### config.mk
export PLATFORM = sky130hd
export DESIGN_NAME = mem_arbiter_flat
export DESIGN_NICKNAME = d
export VERILOG_FILES = /design/src/rtl/mem_arbiter_if.sv /design/src/rtl/mem_arbiter.sv /design/src/flat_wrapper.sv
export SDC_FILE = /design/constraint.sdc
export NUM_CORES = 1
export LEC_CHECK = 0
export CAP_MARGIN = 20
export CORE_MARGIN = 10
export CORE_UTILIZATION = 24
export CTS_BUF_LIST = sky130_fd_sc_hd__clkbuf_4 sky130_fd_sc_hd__clkbuf_8 sky130_fd_sc_hd__clkbuf_16
export DETAILED_ROUTE_END_ITERATION = 8
export PLACE_DENSITY = 0.82
export SLEW_MARGIN = 25
export SYNTH_ARGS = -nofsm -noshare
export SYNTH_HDL_FRONTEND = slang
export SYNTH_SLANG_ARGS = --single-unit
### constraint.sdc
create_clock -name CLK -period 2.2 [get_ports CLK]
set_input_delay 0.22 -clock CLK [delete_from_list [all_inputs] [get_ports CLK]]
set_output_delay 0.22 -clock CLK [all_outputs]
set_load 0.05 [all_outputs]
### src/rtl/mem_arbiter_if.sv
// Bus bundle between the instruction/data requesters, the arbiter and the RAM.
interface mem_arbiter_if;
    localparam int unsigned DW = 32;

    // Instruction requester
    logic          iREN;
    logic [DW-1:0] iaddr;
    logic          iwait;
    logic [DW-1:0] iload;

    // Data requester
    logic          dREN;
    logic          dWEN;
    logic [DW-1:0] daddr;
    logic [DW-1:0] dstore;
    logic          dwait;
    logic [DW-1:0] dload;

    // RAM side
    logic          ramREN;
    logic          ramWEN;
    logic [DW-1:0] ramaddr;
    logic [DW-1:0] ramstore;
    logic [DW-1:0] ramload;
    logic [1:0]    ramstate;

    // Sticky error flag
    logic          fault;

    // Arbiter view
    modport slave (
        input  iREN, iaddr, dREN, dWEN, daddr, dstore, ramload, ramstate,
        output iwait, iload, dwait, dload, ramREN, ramWEN, ramaddr, ramstore, fault
    );

    // Environment view (requesters + RAM)
    modport master (
        output iREN, iaddr, dREN, dWEN, daddr, dstore, ramload, ramstate,
        input  iwait, iload, dwait, dload, ramREN, ramWEN, ramaddr, ramstore, fault
    );
endinterface

### src/rtl/mem_arbiter.sv
// Two-requester (instruction/data) arbiter in front of a single-port RAM.
// Alternating priority on ties, grant timeout, sticky fault reporting.
module mem_arbiter #(
    parameter int unsigned TIMEOUT = 16,
    parameter logic [31:0] ERRWORD = 32'hBAD1BAD1
) (
    input  logic          CLK,
    input  logic          RST,
    mem_arbiter_if.slave  io_bus
);
    localparam int unsigned DW = 32;
    localparam int unsigned CW = $clog2(TIMEOUT) + 1;

    localparam logic [1:0] RS_ACCESS = 2'd2;
    localparam logic [1:0] RS_ERROR  = 2'd3;

    typedef enum logic [1:0] {
        ST_IDLE  = 2'd0,
        ST_GNT_I = 2'd1,
        ST_GNT_D = 2'd2,
        ST_FAULT = 2'd3
    } state_t;

    state_t          r_state;
    logic            r_lastgnt_d;   // 1: data was served last, 0: instruction
    logic            r_fault;
    logic            r_fault_d;     // side that faulted, 1: data
    logic [CW-1:0]   r_cnt;

    state_t          w_state_eff;
    logic            w_i_req;
    logic            w_d_req;
    logic            w_access;
    logic            w_error;
    logic            w_expire;
    logic            w_g_is_d;
    logic            w_g_req;

    logic            w_ramREN;
    logic            w_ramWEN;
    logic [DW-1:0]   w_ramaddr;
    logic [DW-1:0]   w_ramstore;
    logic            w_iwait;
    logic            w_dwait;
    logic [DW-1:0]   w_iload;
    logic [DW-1:0]   w_dload;

    assign w_i_req  = io_bus.iREN;
    assign w_d_req  = io_bus.dREN | io_bus.dWEN;
    assign w_access = (io_bus.ramstate == RS_ACCESS);
    assign w_error  = (io_bus.ramstate == RS_ERROR);
    assign w_expire = (r_cnt == CW'(TIMEOUT - 1));
    assign w_g_is_d = (r_state == ST_GNT_D);
    assign w_g_req  = w_g_is_d ? w_d_req : w_i_req;

    // Reset forces idle-state outputs in the very cycle it is sampled high
    assign w_state_eff = RST ? ST_IDLE : r_state;

    // Output decode: RAM strobes and loads follow the granted requester's live inputs
    always_comb begin
        w_ramREN   = 1'b0;
        w_ramWEN   = 1'b0;
        w_ramaddr  = '0;
        w_ramstore = '0;
        w_iwait    = w_i_req;
        w_dwait    = w_d_req;
        w_iload    = '0;
        w_dload    = '0;
        case (w_state_eff)
            ST_GNT_I: begin
                w_ramREN  = io_bus.iREN;
                w_ramaddr = io_bus.iaddr;
                w_iwait   = w_i_req & ~w_access;
                if (w_i_req && w_access) begin
                    w_iload = io_bus.ramload;
                end
            end
            ST_GNT_D: begin
                w_ramREN   = io_bus.dREN;
                w_ramWEN   = io_bus.dWEN;
                w_ramaddr  = io_bus.daddr;
                w_ramstore = io_bus.dstore;
                w_dwait    = w_d_req & ~w_access;
                if (w_d_req && w_access) begin
                    w_dload = io_bus.ramload;
                end
            end
            ST_FAULT: begin
                // Release the faulted requester with the error word
                if (r_fault_d) begin
                    w_dwait = 1'b0;
                    w_dload = ERRWORD;
                end else begin
                    w_iwait = 1'b0;
                    w_iload = ERRWORD;
                end
            end
            default: begin
            end
        endcase
    end

    assign io_bus.ramREN   = w_ramREN;
    assign io_bus.ramWEN   = w_ramWEN;
    assign io_bus.ramaddr  = w_ramaddr;
    assign io_bus.ramstore = w_ramstore;
    assign io_bus.iwait    = w_iwait;
    assign io_bus.dwait    = w_dwait;
    assign io_bus.iload    = w_iload;
    assign io_bus.dload    = w_dload;
    assign io_bus.fault    = r_fault;

    // Arbitration state machine, grant timer and sticky fault flag
    always_ff @(posedge CLK) begin
        if (RST) begin
            r_state     <= ST_IDLE;
            r_lastgnt_d <= 1'b0;
            r_cnt       <= '0;
            r_fault     <= 1'b0;
            r_fault_d   <= 1'b0;
        end else begin
            case (r_state)
                ST_IDLE: begin
                    // On a tie, serve the side that was not served last
                    if (w_d_req && (!w_i_req || !r_lastgnt_d)) begin
                        r_state <= ST_GNT_D;
                    end else if (w_i_req) begin
                        r_state <= ST_GNT_I;
                    end
                    r_cnt <= '0;
                end
                ST_GNT_I, ST_GNT_D: begin
                    if (!w_g_req) begin
                        // Requester withdrew: drop the grant, history untouched
                        r_state <= ST_IDLE;
                        r_cnt   <= '0;
                    end else if (w_access) begin
                        r_state     <= ST_IDLE;
                        r_lastgnt_d <= w_g_is_d;
                        r_cnt       <= '0;
                    end else if (w_error || w_expire) begin
                        r_state   <= ST_FAULT;
                        r_fault   <= 1'b1;
                        r_fault_d <= w_g_is_d;
                        r_cnt     <= '0;
                    end else begin
                        r_cnt <= r_cnt + CW'(1);
                    end
                end
                ST_FAULT: begin
                    r_lastgnt_d <= r_fault_d;
                    r_state     <= ST_IDLE;
                    r_cnt       <= '0;
                end
                default: begin
                    r_state <= ST_IDLE;
                    r_cnt   <= '0;
                end
            endcase
        end
    end
endmodule

### src/flat_wrapper.sv
// flat-port wrapper written by rule: the top's interface ports become plain ports
module mem_arbiter_flat 
#(
    parameter int unsigned TIMEOUT = 16,
    parameter logic [31:0] ERRWORD = 32'hBAD1BAD1
)
  (CLK, RST, io_bus_iREN, io_bus_iaddr, io_bus_dREN, io_bus_dWEN, io_bus_daddr, io_bus_dstore, io_bus_ramload, io_bus_ramstate, io_bus_iwait, io_bus_iload, io_bus_dwait, io_bus_dload, io_bus_ramREN, io_bus_ramWEN, io_bus_ramaddr, io_bus_ramstore, io_bus_fault);
  mem_arbiter_if io_bus_i ();
  input  logic CLK;
  input  logic RST;
  input wire logic [$bits(io_bus_i.iREN)-1:0] io_bus_iREN;
  input wire logic [$bits(io_bus_i.iaddr)-1:0] io_bus_iaddr;
  input wire logic [$bits(io_bus_i.dREN)-1:0] io_bus_dREN;
  input wire logic [$bits(io_bus_i.dWEN)-1:0] io_bus_dWEN;
  input wire logic [$bits(io_bus_i.daddr)-1:0] io_bus_daddr;
  input wire logic [$bits(io_bus_i.dstore)-1:0] io_bus_dstore;
  input wire logic [$bits(io_bus_i.ramload)-1:0] io_bus_ramload;
  input wire logic [$bits(io_bus_i.ramstate)-1:0] io_bus_ramstate;
  output wire logic [$bits(io_bus_i.iwait)-1:0] io_bus_iwait;
  output wire logic [$bits(io_bus_i.iload)-1:0] io_bus_iload;
  output wire logic [$bits(io_bus_i.dwait)-1:0] io_bus_dwait;
  output wire logic [$bits(io_bus_i.dload)-1:0] io_bus_dload;
  output wire logic [$bits(io_bus_i.ramREN)-1:0] io_bus_ramREN;
  output wire logic [$bits(io_bus_i.ramWEN)-1:0] io_bus_ramWEN;
  output wire logic [$bits(io_bus_i.ramaddr)-1:0] io_bus_ramaddr;
  output wire logic [$bits(io_bus_i.ramstore)-1:0] io_bus_ramstore;
  output wire logic [$bits(io_bus_i.fault)-1:0] io_bus_fault;
  assign io_bus_i.iREN = io_bus_iREN;
  assign io_bus_i.iaddr = io_bus_iaddr;
  assign io_bus_i.dREN = io_bus_dREN;
  assign io_bus_i.dWEN = io_bus_dWEN;
  assign io_bus_i.daddr = io_bus_daddr;
  assign io_bus_i.dstore = io_bus_dstore;
  assign io_bus_i.ramload = io_bus_ramload;
  assign io_bus_i.ramstate = io_bus_ramstate;
  assign io_bus_iwait = io_bus_i.iwait;
  assign io_bus_iload = io_bus_i.iload;
  assign io_bus_dwait = io_bus_i.dwait;
  assign io_bus_dload = io_bus_i.dload;
  assign io_bus_ramREN = io_bus_i.ramREN;
  assign io_bus_ramWEN = io_bus_i.ramWEN;
  assign io_bus_ramaddr = io_bus_i.ramaddr;
  assign io_bus_ramstore = io_bus_i.ramstore;
  assign io_bus_fault = io_bus_i.fault;
  mem_arbiter #(.TIMEOUT(TIMEOUT), .ERRWORD(ERRWORD)) u_core (.CLK(CLK), .RST(RST), .io_bus(io_bus_i));
endmodule
==> impl_results.md <==
* Mean area per synthesized cell at 6.011 um2
* Number of global-route vias before repair at 3962
* DR vias/cell at 5.470
* Worst clock skew at 0.005692 ns
* Post-synthesis cell type with the largest combined area: sky130_fd_sc_hd__a22oi_1
* Max cap viols at 0
* Crit start category: input port
* Terminus of the critical flop-to-flop path: u_core.r_lastgnt_d$_SDFFE_PP0P_
* Proportion of netlist area held by the largest area contributor at 13.02%
* Sum of buffers and inverters on the critical path at 5
* Weighted congestion at the end of routability-driven global placement at 0.9236
* CP Max Fanout at 16
* Number of antenna cells inserted at 0
* Worst Hold End: u_core.r_cnt[0]$_SDFF_PP0_
* Area fraction in and, or, nand and nor cells after synthesis at 45.08%
* Main area contributors after synthesis: sky130_fd_sc_hd__a22oi_1 13%, sky130_fd_sc_hd__nor2_1 13%, sky130_fd_sc_hd__and2_1 12%, sky130_fd_sc_hd__a21oi_1 11%, sky130_fd_sc_hd__dfxtp_1 11%
* Total of flip-flops plus latches after synthesis at 10
* Relative slew margins at 48.13%
* Fmax at around 450 MHz
* Delay of the slowest cell on the worst path at between 0.3 and 0.4 ns
* Critical path required time at 1.98 ns
* CTS Root Buffer Type: sky130_fd_sc_hd__clkbuf_8
* Compound-Gate Fraction of Synth Area at about 27%
* Cell depth of the worst min-delay path at 1
* Worst-Margin Slew at about 0.77 ns
* Final std cell area, no fill at 6788 um2
* Cells along the critical path: dlygate4sd2_1 -> inv_2 -> nand2_1 -> inv_2 -> ha_4 -> nor3b_4 -> bufbuf_16 -> nand2_1 -> a21oi_2 -> buf_12
* Slowest stage cell on the critical path: sky130_fd_sc_hd__bufbuf_16
* Total wire length after detailed routing at a little under 20 mm
* Startpoint of the tightest hold check path: u_core.r_cnt[0]$_SDFF_PP0_
* First-pass GRT wire length at 27.08 mm
* Crit path capture type: output pin
* Sequential cell area fraction in the yosys report at 10.85%
* Post-place instance area at 6613 um2
* Top Family by Delay on Critical Path: buffers and inverters
* Fraction of registers with async set/reset at 0%
* Cell types with the highest counts after synthesis: 63 x sky130_fd_sc_hd__nor2_1, 41 x sky130_fd_sc_hd__a21oi_1, 34 x sky130_fd_sc_hd__and2_1
* Post-DR wirelength/cell at roughly 28 um
* Count of antenna-violating nets left after detailed routing at 0
* Pins Over Slew Limit at 0
* Top-Level Pins at 268
* Synthesized-area fraction occupied by adder cells at 6.102%
* Data arrival, critical path at just under 2 ns
* Total global routing track utilization at 30.25%
* Combinational family with the most area after synthesis: simple AND/OR/NAND/NOR gates
* Period utilisation layout at 100.5%
* Initial antenna violation count at 0
* Max rail drop VDD at 701.4 uV
* Starting density of the core at 25.04%
* CTS buffer count at 3
* Clock transition at the registers of the reported paths at 0.05 ns
* Max Root-Sink Buffers at 2
* Row count at 31
* Number of cells on the worst reg-to-reg path at 6
* Power density over the cells at around 530 nW/um2
* Number of synthesized flops with an enable pin at 0
* Setup repair after global routing missed its margin: true
* Layout filler cell count at about 260
* Overall die height at 107.7 um
* Clock tree from TritonCTS: built
* FF-to-FF Start: u_core.r_state[0]$_SDFFE_PP0P_
* Result of the run: finished with violations
* Insertion delay of the later-clocked pin in the worst-skew pair at ~0.24 ns
* Pin count of the biggest net entering global routing at 33
* Drt first-iter violations at 203
* Overall die width at about 110 um
* Leakage Power at roughly 2.5 nW
* Via count at 3747
* Area growth from synthesis to final layout at 267.8%
* Warning count from the yosys run at 0
* Most used standard cell by instance count after synthesis: sky130_fd_sc_hd__nor2_1
* Post-detail-place hpwl at 15.29 mm
* Router iterations before antenna repair at 5
* R2R Setup Slk at around 0.07 ns
* Worst Path Class, Setup: in -> out
* Distinct cell type count of the synthesized netlist at 33
* Final #Nets at around 730
* Total placed cells including tap cells at 674
* DRC violations left at 0
* I/O Buffers at 267
* Min Tclk post-route at roughly 2.2 ns
* Violations in the final reports: negative setup slack
* Area inside the core boundary at 7370 um2
* Hold crit path type: reg -> reg
* Worst Setup Slack, final at -0.01101 ns
* H-tree levels at 1
* Net count after synthesis at between 400 and 500
* Non-filler instance count after layout at 685
* Gr ovfl total at 0
* Post-synthesis share of cell area spent on xor and xnor gates at 0.9492%
* Post-Syn Area at 1846 um2
* Clock Sinks at 10
* Final hold violation count at 0
* Layout cells sized above 1 at 46.42%
* Most instantiated flip-flop cell in the synthesis netlist: sky130_fd_sc_hd__dfxtp_1
* Instance count of the mapped netlist at 307
* Multiplexer fraction of the synthesized cell area at 1.627%
* Setup-violating endpoint count in the final report at 2
* Die Footprint at 11600 um2
==> through the flow <==
| stage | total power [mW] | hold WS (ns) | worst slack, ns | utilization (%) | setup TNS (ns) |
|---|---|---|---|---|---|
| floorplan | 1.780 | 0.2921 | -0.2319 | - | -9.484 |
| global placement | 3.129 | 0.4284 | -0.009259 | 89.73 | -0.04337 |
| detailed placement | 3.235 | 0.4394 | -0.1491 | 89.73 | -4.922 |
| CTS | 3.522 | 0.4519 | 0.01231 | 91.31 | 0 |
| global route | 3.748 | 0.4610 | -0.07358 | 92.11 | -1.672 |
| finish | 3.625 | 0.4508 | -0.01101 | 92.11 | -0.01536 |
==> cells in the final DEF, fill, tap and decap left out, types with 3 or more instances in the layout <==
cell type,Yosys,layout
sky130_fd_sc_hd__inv_1,7,4
sky130_fd_sc_hd__and3_2,1,13
sky130_fd_sc_hd__buf_12,0,139
sky130_fd_sc_hd__mux2i_1,3,3
sky130_fd_sc_hd__nor2_4,0,36
sky130_fd_sc_hd__a21oi_1,41,22
sky130_fd_sc_hd__and3_1,29,17
sky130_fd_sc_hd__a22oi_1,32,32
sky130_fd_sc_hd__inv_2,0,3
sky130_fd_sc_hd__nor2_2,0,16
sky130_fd_sc_hd__clkdlybuf4s50_1,0,133
sky130_fd_sc_hd__dfxtp_1,10,9
sky130_fd_sc_hd__a21oi_2,0,13
sky130_fd_sc_hd__ha_1,9,7
sky130_fd_sc_hd__a21oi_4,0,6
sky130_fd_sc_hd__nor2_1,63,11
sky130_fd_sc_hd__nand2_1,26,24
sky130_fd_sc_hd__and2_1,34,34
sky130_fd_sc_hd__buf_4,0,29
sky130_fd_sc_hd__clkbuf_8,0,4
==> worst register-to-register path, delay by kind of cell, from the launching register on <==
kind | cells | cell delay [ns]
buffers and inverters | 1 | 0.13
AND/OR/NAND/NOR | 1 | 0.21
adder cells (fa/ha/maj) | 1 | 0.31
AO/OA/AOI/OAI | 3 | 0.95
flip-flops | 1 | 0.43
==> cell type report <==
type | count | area [um2] | share of cell area [%]
timing repair buffer | 305 | 4397 | 64.77
multi-input combinational | 260 | 1984 | 29.23
sequential | 10 | 201.4 | 2.968
tap | 99 | 123.9 | 1.825
clock buffer | 4 | 55.05 | 0.8111
inverter | 7 | 26.28 | 0.3871
==> report_power, final <==
part	switching [mW]	internal, mW	total, mW	leakage [nW]
combinational	1.80	1.34	3.15	2.43
sequential	0.0304	0.215	0.245	0.0816
clock	0.0757	0.158	0.233	0.0288
==> layer usage <==
layer / GRT usage (%) / vias up / routed length (um)
li1: - / 1623 / -
met1: 29.40 / 1816 / 6173
met2: 58.24 / 239 / 10660
met3: 6.886 / 69 / 1367
met4: 14.69 / 0 / 1008
met5: 0 / - / 0
==> registers in the layout (all words and copies together) (netlist names) <==
name,flops
u_core.io_bus.fault,1
u_core.r_cnt,5
u_core.r_fault_d,1
u_core.r_lastgnt_d,1
u_core.r_state,2
==> logic make-up after synthesis <==
| group | Yosys count |
|---|---|
| flip-flops | 10 |
| AND/OR/NAND/NOR | 164 |
| multiplexers | 3 |
| XOR/XNOR | 2 |
| adder cells (fa/ha/maj) | 9 |
| buffers and inverters | 37 |
| AO/OA/AOI/OAI | 82 |
==> what timing repair did <==
item / in CTS / in global routing
resized for setup: 5 / 10
setup endpoints to repair: 108 / 65
pin swaps: 4 / 2
hold buffers: 0 / 0
setup buffers: 3 / 3
cloned: 1 / 0
==> how the worst max path moves through the flow <==
stage	startpoint	end	slack [ns]	depth (start not counted)
final	RST	io_bus_dload[31]	-0.01	10
after global routing	RST	io_bus_dload[31]	-0.07	10
after CTS	io_bus_ramstate[1]	io_bus_dload[11]	0.01	8
after detailed placement	RST	io_bus_dload[11]	-0.15	10
after global placement	RST	io_bus_dload[29]	-0.009	10
after floorplan	u_core.r_state[1]$_SDFFE_PP0P_	io_bus_dload[11]	-0.23	7
Note: power is estimated with default switching activity, not from simulation.
==> patch 1: new RTL, config.mk and constraints unchanged <==
`TIMEOUT` is set to 16 in 2 places; all go to 32.
--- a/src/rtl/mem_arbiter.sv
+++ b/src/rtl/mem_arbiter.sv
@@ -1,7 +1,7 @@
 // Two-requester (instruction/data) arbiter in front of a single-port RAM.
 // Alternating priority on ties, grant timeout, sticky fault reporting.
 module mem_arbiter #(
-    parameter int unsigned TIMEOUT = 16,
+    parameter int unsigned TIMEOUT = 32,
     parameter logic [31:0] ERRWORD = 32'hBAD1BAD1
 ) (
     input  logic          CLK,
--- a/src/flat_wrapper.sv
+++ b/src/flat_wrapper.sv
@@ -1,7 +1,7 @@
 // flat-port wrapper written by rule: the top's interface ports become plain ports
 module mem_arbiter_flat 
 #(
-    parameter int unsigned TIMEOUT = 16,
+    parameter int unsigned TIMEOUT = 32,
     parameter logic [31:0] ERRWORD = 32'hBAD1BAD1
 )
   (CLK, RST, io_bus_iREN, io_bus_iaddr, io_bus_dREN, io_bus_dWEN, io_bus_daddr, io_bus_dstore, io_bus_ramload, io_bus_ramstate, io_bus_iwait, io_bus_iload, io_bus_dwait, io_bus_dload, io_bus_ramREN, io_bus_ramWEN, io_bus_ramaddr, io_bus_ramstore, io_bus_fault);
Formal check against the unedited RTL: no difference found for any inputs over 10 cycles, from zero or initial values and one cycle with RST high; that may be too few to reach the edited logic, so the function may still have changed.
==> patch 1 against the unedited design <==
Total power decreased by 6.6%; design area decreased by 1.3%; sequential cell count increased by 1; clock skew is 3.8 ps lower; setup slack better by 22 ps; wire length is 6.5% lower; synthesized area up 3.5%.
==> patch 1: results (changes against the unedited design) <==
| Metric | Value |
|---|---|
| Result of the run | `complete, no violations (was finished, violations left)` |
| Fill cell count | `335 (was 255)` |
| Peak supply drop | `0.3740 mV (was 0.7014 mV)` |
| Registers with the most flip-flops | `u_core.r_cnt: 6 flops, u_core.r_state: 2 flops (was u_core.r_cnt: 5 flops, u_core.r_state: 2 flops)` |
| Met3 layer wire length in the routed design | `2009 um (was 1367 um)` |
| Post-synthesis adder-cell area fraction | `0.05242 (was 0.06102)` |
| Number of placed cells counting well taps | `676 (was 674)` |
| Standard cell area after detailed placement | `6332 um2 (was 6613 um2)` |
| Synth top area cells | `a22oi_1, and2_1, nor2_1 (was a22oi_1, nor2_1, and2_1)` |
| Worst Skew | `1.922 ps (was 5.692 ps)` |
| Global routing usage on met2 | `0.5407 (was 0.5824)` |
| Global routing met3 resource utilization | `0.1156 (was 0.06886)` |
| Weighted congestion reported at the end of routability-driven placement | `0.9265 (was 0.9236)` |
| Post-synthesis cell count | `312 (was 307)` |
| First-pass GRT wire length | `26330 um (was 27080 um)` |
| 1st-pass router iterations | `4 (was 5)` |
| Share of synthesized area spent on multiplexers | `0.005242 (was 0.01627)` |
| Met1 track demand over resource in global routing | `0.2649 (was 0.2940)` |
| Slew at the pin closest to its max-slew limit | `521.3 ps (was 767.3 ps)` |
| Length of routed met2 wiring | `9360 um (was 10660 um)` |
| Synth Area in Compound Gates | `0.2896 (was 0.2746)` |
| Synth-to-Final Area Change | `251.0% (was 267.8%)` |
| Xor/xnor share of the synthesized area | `0.01835 (was 0.009492)` |
| Detailed Route Iter0 Violations | `186 (was 203)` |
| Number of global-route vias before repair | `4065 (was 3962)` |
| Half-perimeter wire length of the detailed placement result | `14240 um (was 15290 um)` |
| WL final | `17950 um (was 19210 um)` |
| Sequential cell area fraction in the yosys report | `0.1153 (was 0.1085)` |
| Data arrival, critical path | `1970 ps (was 1990 ps)` |
| Slowest cell delay on critical path | `380 ps (was 340 ps)` |
| Syn Nets | `455 (was 451)` |
[patch 1: changes by cell type in the layout (fill, tap and decap cells not counted), moves of 3 or more]
cell | before | now
buf_4 | 29 | 23
nor2_2 | 16 | 39
nor2_4 | 36 | 2
nand2_1 | 24 | 20
a21oi_4 | 6 | 2
a21oi_2 | 13 | 17
xnor2_1 | 1 | 4
and2_1 | 34 | 37
nor2_1 | 11 | 20
[patch 1: what timing repair did]
item | 4_1_cts | 5_1_grt
buffers inserted | 6 | 3
hold buffers | 0 | 0
gates cloned | 4 | 0
setup endpoints to repair | 63 | 44
gates resized for setup | 31 | 14
pin swaps | 16 | 8
hold endpoints to repair | 0 | 0
[patch 1: worst paths after layout]
check	startpoint	endpoint	slack, ps	depth (start not counted)
max	u_core.r_state[1]	io_bus_dload[7]	10	9
min reg2reg	u_core.r_cnt[0]	u_core.r_cnt[0]	470	1
max reg2reg	u_core.r_state[0]	u_core.r_state[0]	280	6
min	u_core.r_cnt[0]	u_core.r_cnt[0]	470	1
[patch 1: area by class of cell]
class                      count  share of cell area
inverter                       7            0.004668
clock buffer                   4            0.007282
sequential                    11             0.03398
timing repair buffer         304              0.6634
tap                          102             0.01904
multi-input combinational    264              0.2713
antenna                        1           0.0003734
[patch 1: where the power goes]
group	total, mW	internal (mW)	switching [mW]
combinational	2.87	1.31	1.57
sequential	0.284	0.243	0.0416
clock	0.228	0.140	0.0874
[patch 1: metrics by stage]
step                setup WS [ps]  setup TNS (ps)  power [mW]
floorplan                  -304.3           -7945       1.615
global placement           -41.99          -268.3       2.899
detailed placement         -198.0           -4270       2.994
CTS                         16.31               0       3.304
global route               -35.27          -91.57       3.531
finish                      10.69               0       3.386
==> patch 2: new RTL, config.mk and constraints unchanged <==
Without the edit above. Re-encode `state_t` (4 states) as Gray code, 2 bits wide.
--- a/src/rtl/mem_arbiter.sv
+++ b/src/rtl/mem_arbiter.sv
@@ -15,10 +15,10 @@
     localparam logic [1:0] RS_ERROR  = 2'd3;
 
     typedef enum logic [1:0] {
-        ST_IDLE  = 2'd0,
-        ST_GNT_I = 2'd1,
-        ST_GNT_D = 2'd2,
-        ST_FAULT = 2'd3
+        ST_IDLE  = 2'b00,
+        ST_GNT_I = 2'b01,
+        ST_GNT_D = 2'b11,
+        ST_FAULT = 2'b10
     } state_t;
 
     state_t          r_state;
Function: no difference found for any inputs over 10 cycles, from zero or initial values and one cycle with RST high; not proved beyond that.
==> patch 2 against the unedited design <==
Wire length down 16%; clock skew is 4.7 ps lower; setup slack better by 150 ps; maximum frequency increased by 7.0%; sequential cell count is the same; synthesized area rose by 3.7%; sequential share of layout area increased by 0.063 points; design area down 1.5%; first-iteration DRC count down 35%.
Power is not compared: it rests on default switching activity, and its combinational part moved more than twofold at a synthesized area within 25%.
==> patch 2: results (changes against the unedited design) <==
| Metric | Value |
|---|---|
| Number of buffers inserted during clock tree synthesis | `3 (unchanged)` |
| Detailed Route Iter0 Violations | `132 (was 203)` |
| Length of routed wiring on met1 | `5366 um (was 6173 um)` |
| Flip-flop and latch share of the layout cell area | `0.03031 (was 0.02968)` |
| Final-layout clock-cell area share | `0.008232 (was 0.008111)` |
| Relative area of non-clock buffer cells in the final design | `0.6402 (was 0.6477)` |
| Post-Layout Cell Count | `679 (was 685)` |
| Vias post-DR | `3527 (was 3747)` |
| 1st-pass router iterations | `4 (was 5)` |
| Share of cell area taken by multi-input logic gates | `0.2971 (was 0.2923)` |
| Peak supply drop | `0.2534 mV` |
| Global routing met3 resource utilization | `0.08909 (was 0.06886)` |
| Met1 track demand over resource in global routing | `0.2627 (was 0.2940)` |
| Most frequent cells after synthesis | `nor2_1, and2_1, a21oi_1 (was nor2_1, a21oi_1, and2_1)` |
| Length of routed met2 wiring | `8882 um (was 10660 um)` |
| Non-clock inverters | `9 (was 7)` |
| Final Net Count | `718 (was 731)` |
| Number of global-route vias before repair | `3751 (was 3962)` |
| Data arrival, critical path | `1850 ps (was 1990 ps)` |
| Layout cell share with drive strength beyond 1 | `0.5511 (was 0.4642)` |
| Synth Area in Compound Gates | `0.3035 (was 0.2746)` |
| Maximum number of pins on one net before global-route repair | `36 (was 33)` |
| Largest driver fanout on the critical path | `10 (was 16)` |
| Period minus WS final | `2066 ps (was 2211 ps)` |
| Combined flip-flop and latch cell area | `202.7 um2 (was 201.4 um2)` |
| R2r setup slk | `470 ps (was 70 ps)` |
| Post-placement worst setup slack | `-200.4 ps (was -149.1 ps)` |
| Weighted congestion reported at the end of routability-driven placement | `0.9405 (was 0.9236)` |
| Capture instance of the worst register-to-register path | `u_core.r_cnt[3] (was u_core.r_lastgnt_d)` |
| Result of the run | `complete, no violations (was finished, violations left)` |
| Resize count post-CTS | `16 (was 5)` |
| Standard cell area after detailed placement | `6555 um2 (was 6613 um2)` |
| Fill cell count | `381 (was 255)` |
| Met3 layer wire length in the routed design | `1580 um (was 1367 um)` |
| Share of synthesized area spent on multiplexers | `0.01570 (was 0.01627)` |
| Global routing usage on met2 | `0.5013 (was 0.5824)` |
| Cell taking the most area after synthesis | `and2_1 (was a22oi_1)` |
| Number of distinct standard cells referenced by the synthesized netlist | `46 (was 33)` |
| Slowest cell on the critical path | `dfxtp_2 (was bufbuf_16)` |
| Sequential cell area fraction in the yosys report | `0.1046 (was 0.1085)` |
| Critical Path End | `io_bus_iload[11] (was io_bus_dload[31])` |
| Post-CTS setup buffers | `0 (was 3)` |
| Multi-Input Combinational | `255 (was 260)` |
| Buffer count excluding the clock tree in the final layout | `299 (was 305)` |
| Half-perimeter wire length of the detailed placement result | `14000 um (was 15290 um)` |
[patch 2: cell count changes after synthesis, sizes merged, moves of 3 or more]
cell / delta
and3: -15
a21oi: -3
nand2: -23
and2: +14
ha: -4
nand3: +18
clkbuf: -7
buf: +11
nor2: -4
[patch 2: worst min path at each step]
| stage | start | end | slack [ps] | cells past startpoint |
|---|---|---|---|---|
| after floorplan | RST | u_core.io_bus.fault | 290 | 1 |
| after global placement | u_core.r_cnt[0] | u_core.r_cnt[0] | 430 | 1 |
| after detailed placement | u_core.io_bus.fault | u_core.io_bus.fault | 440 | 2 |
| after CTS | u_core.io_bus.fault | u_core.io_bus.fault | 460 | 2 |
| after global routing | u_core.io_bus.fault | u_core.io_bus.fault | 470 | 2 |
| final | u_core.io_bus.fault | u_core.io_bus.fault | 450 | 2 |
[patch 2: where the power goes]
part	internal (mW)	total (mW)	switching, mW
Clock	0.157	0.232	0.0746
Sequential	0.194	0.205	0.0111
Combinational	0.527	1.10	0.570
Total	0.879	1.53	0.656
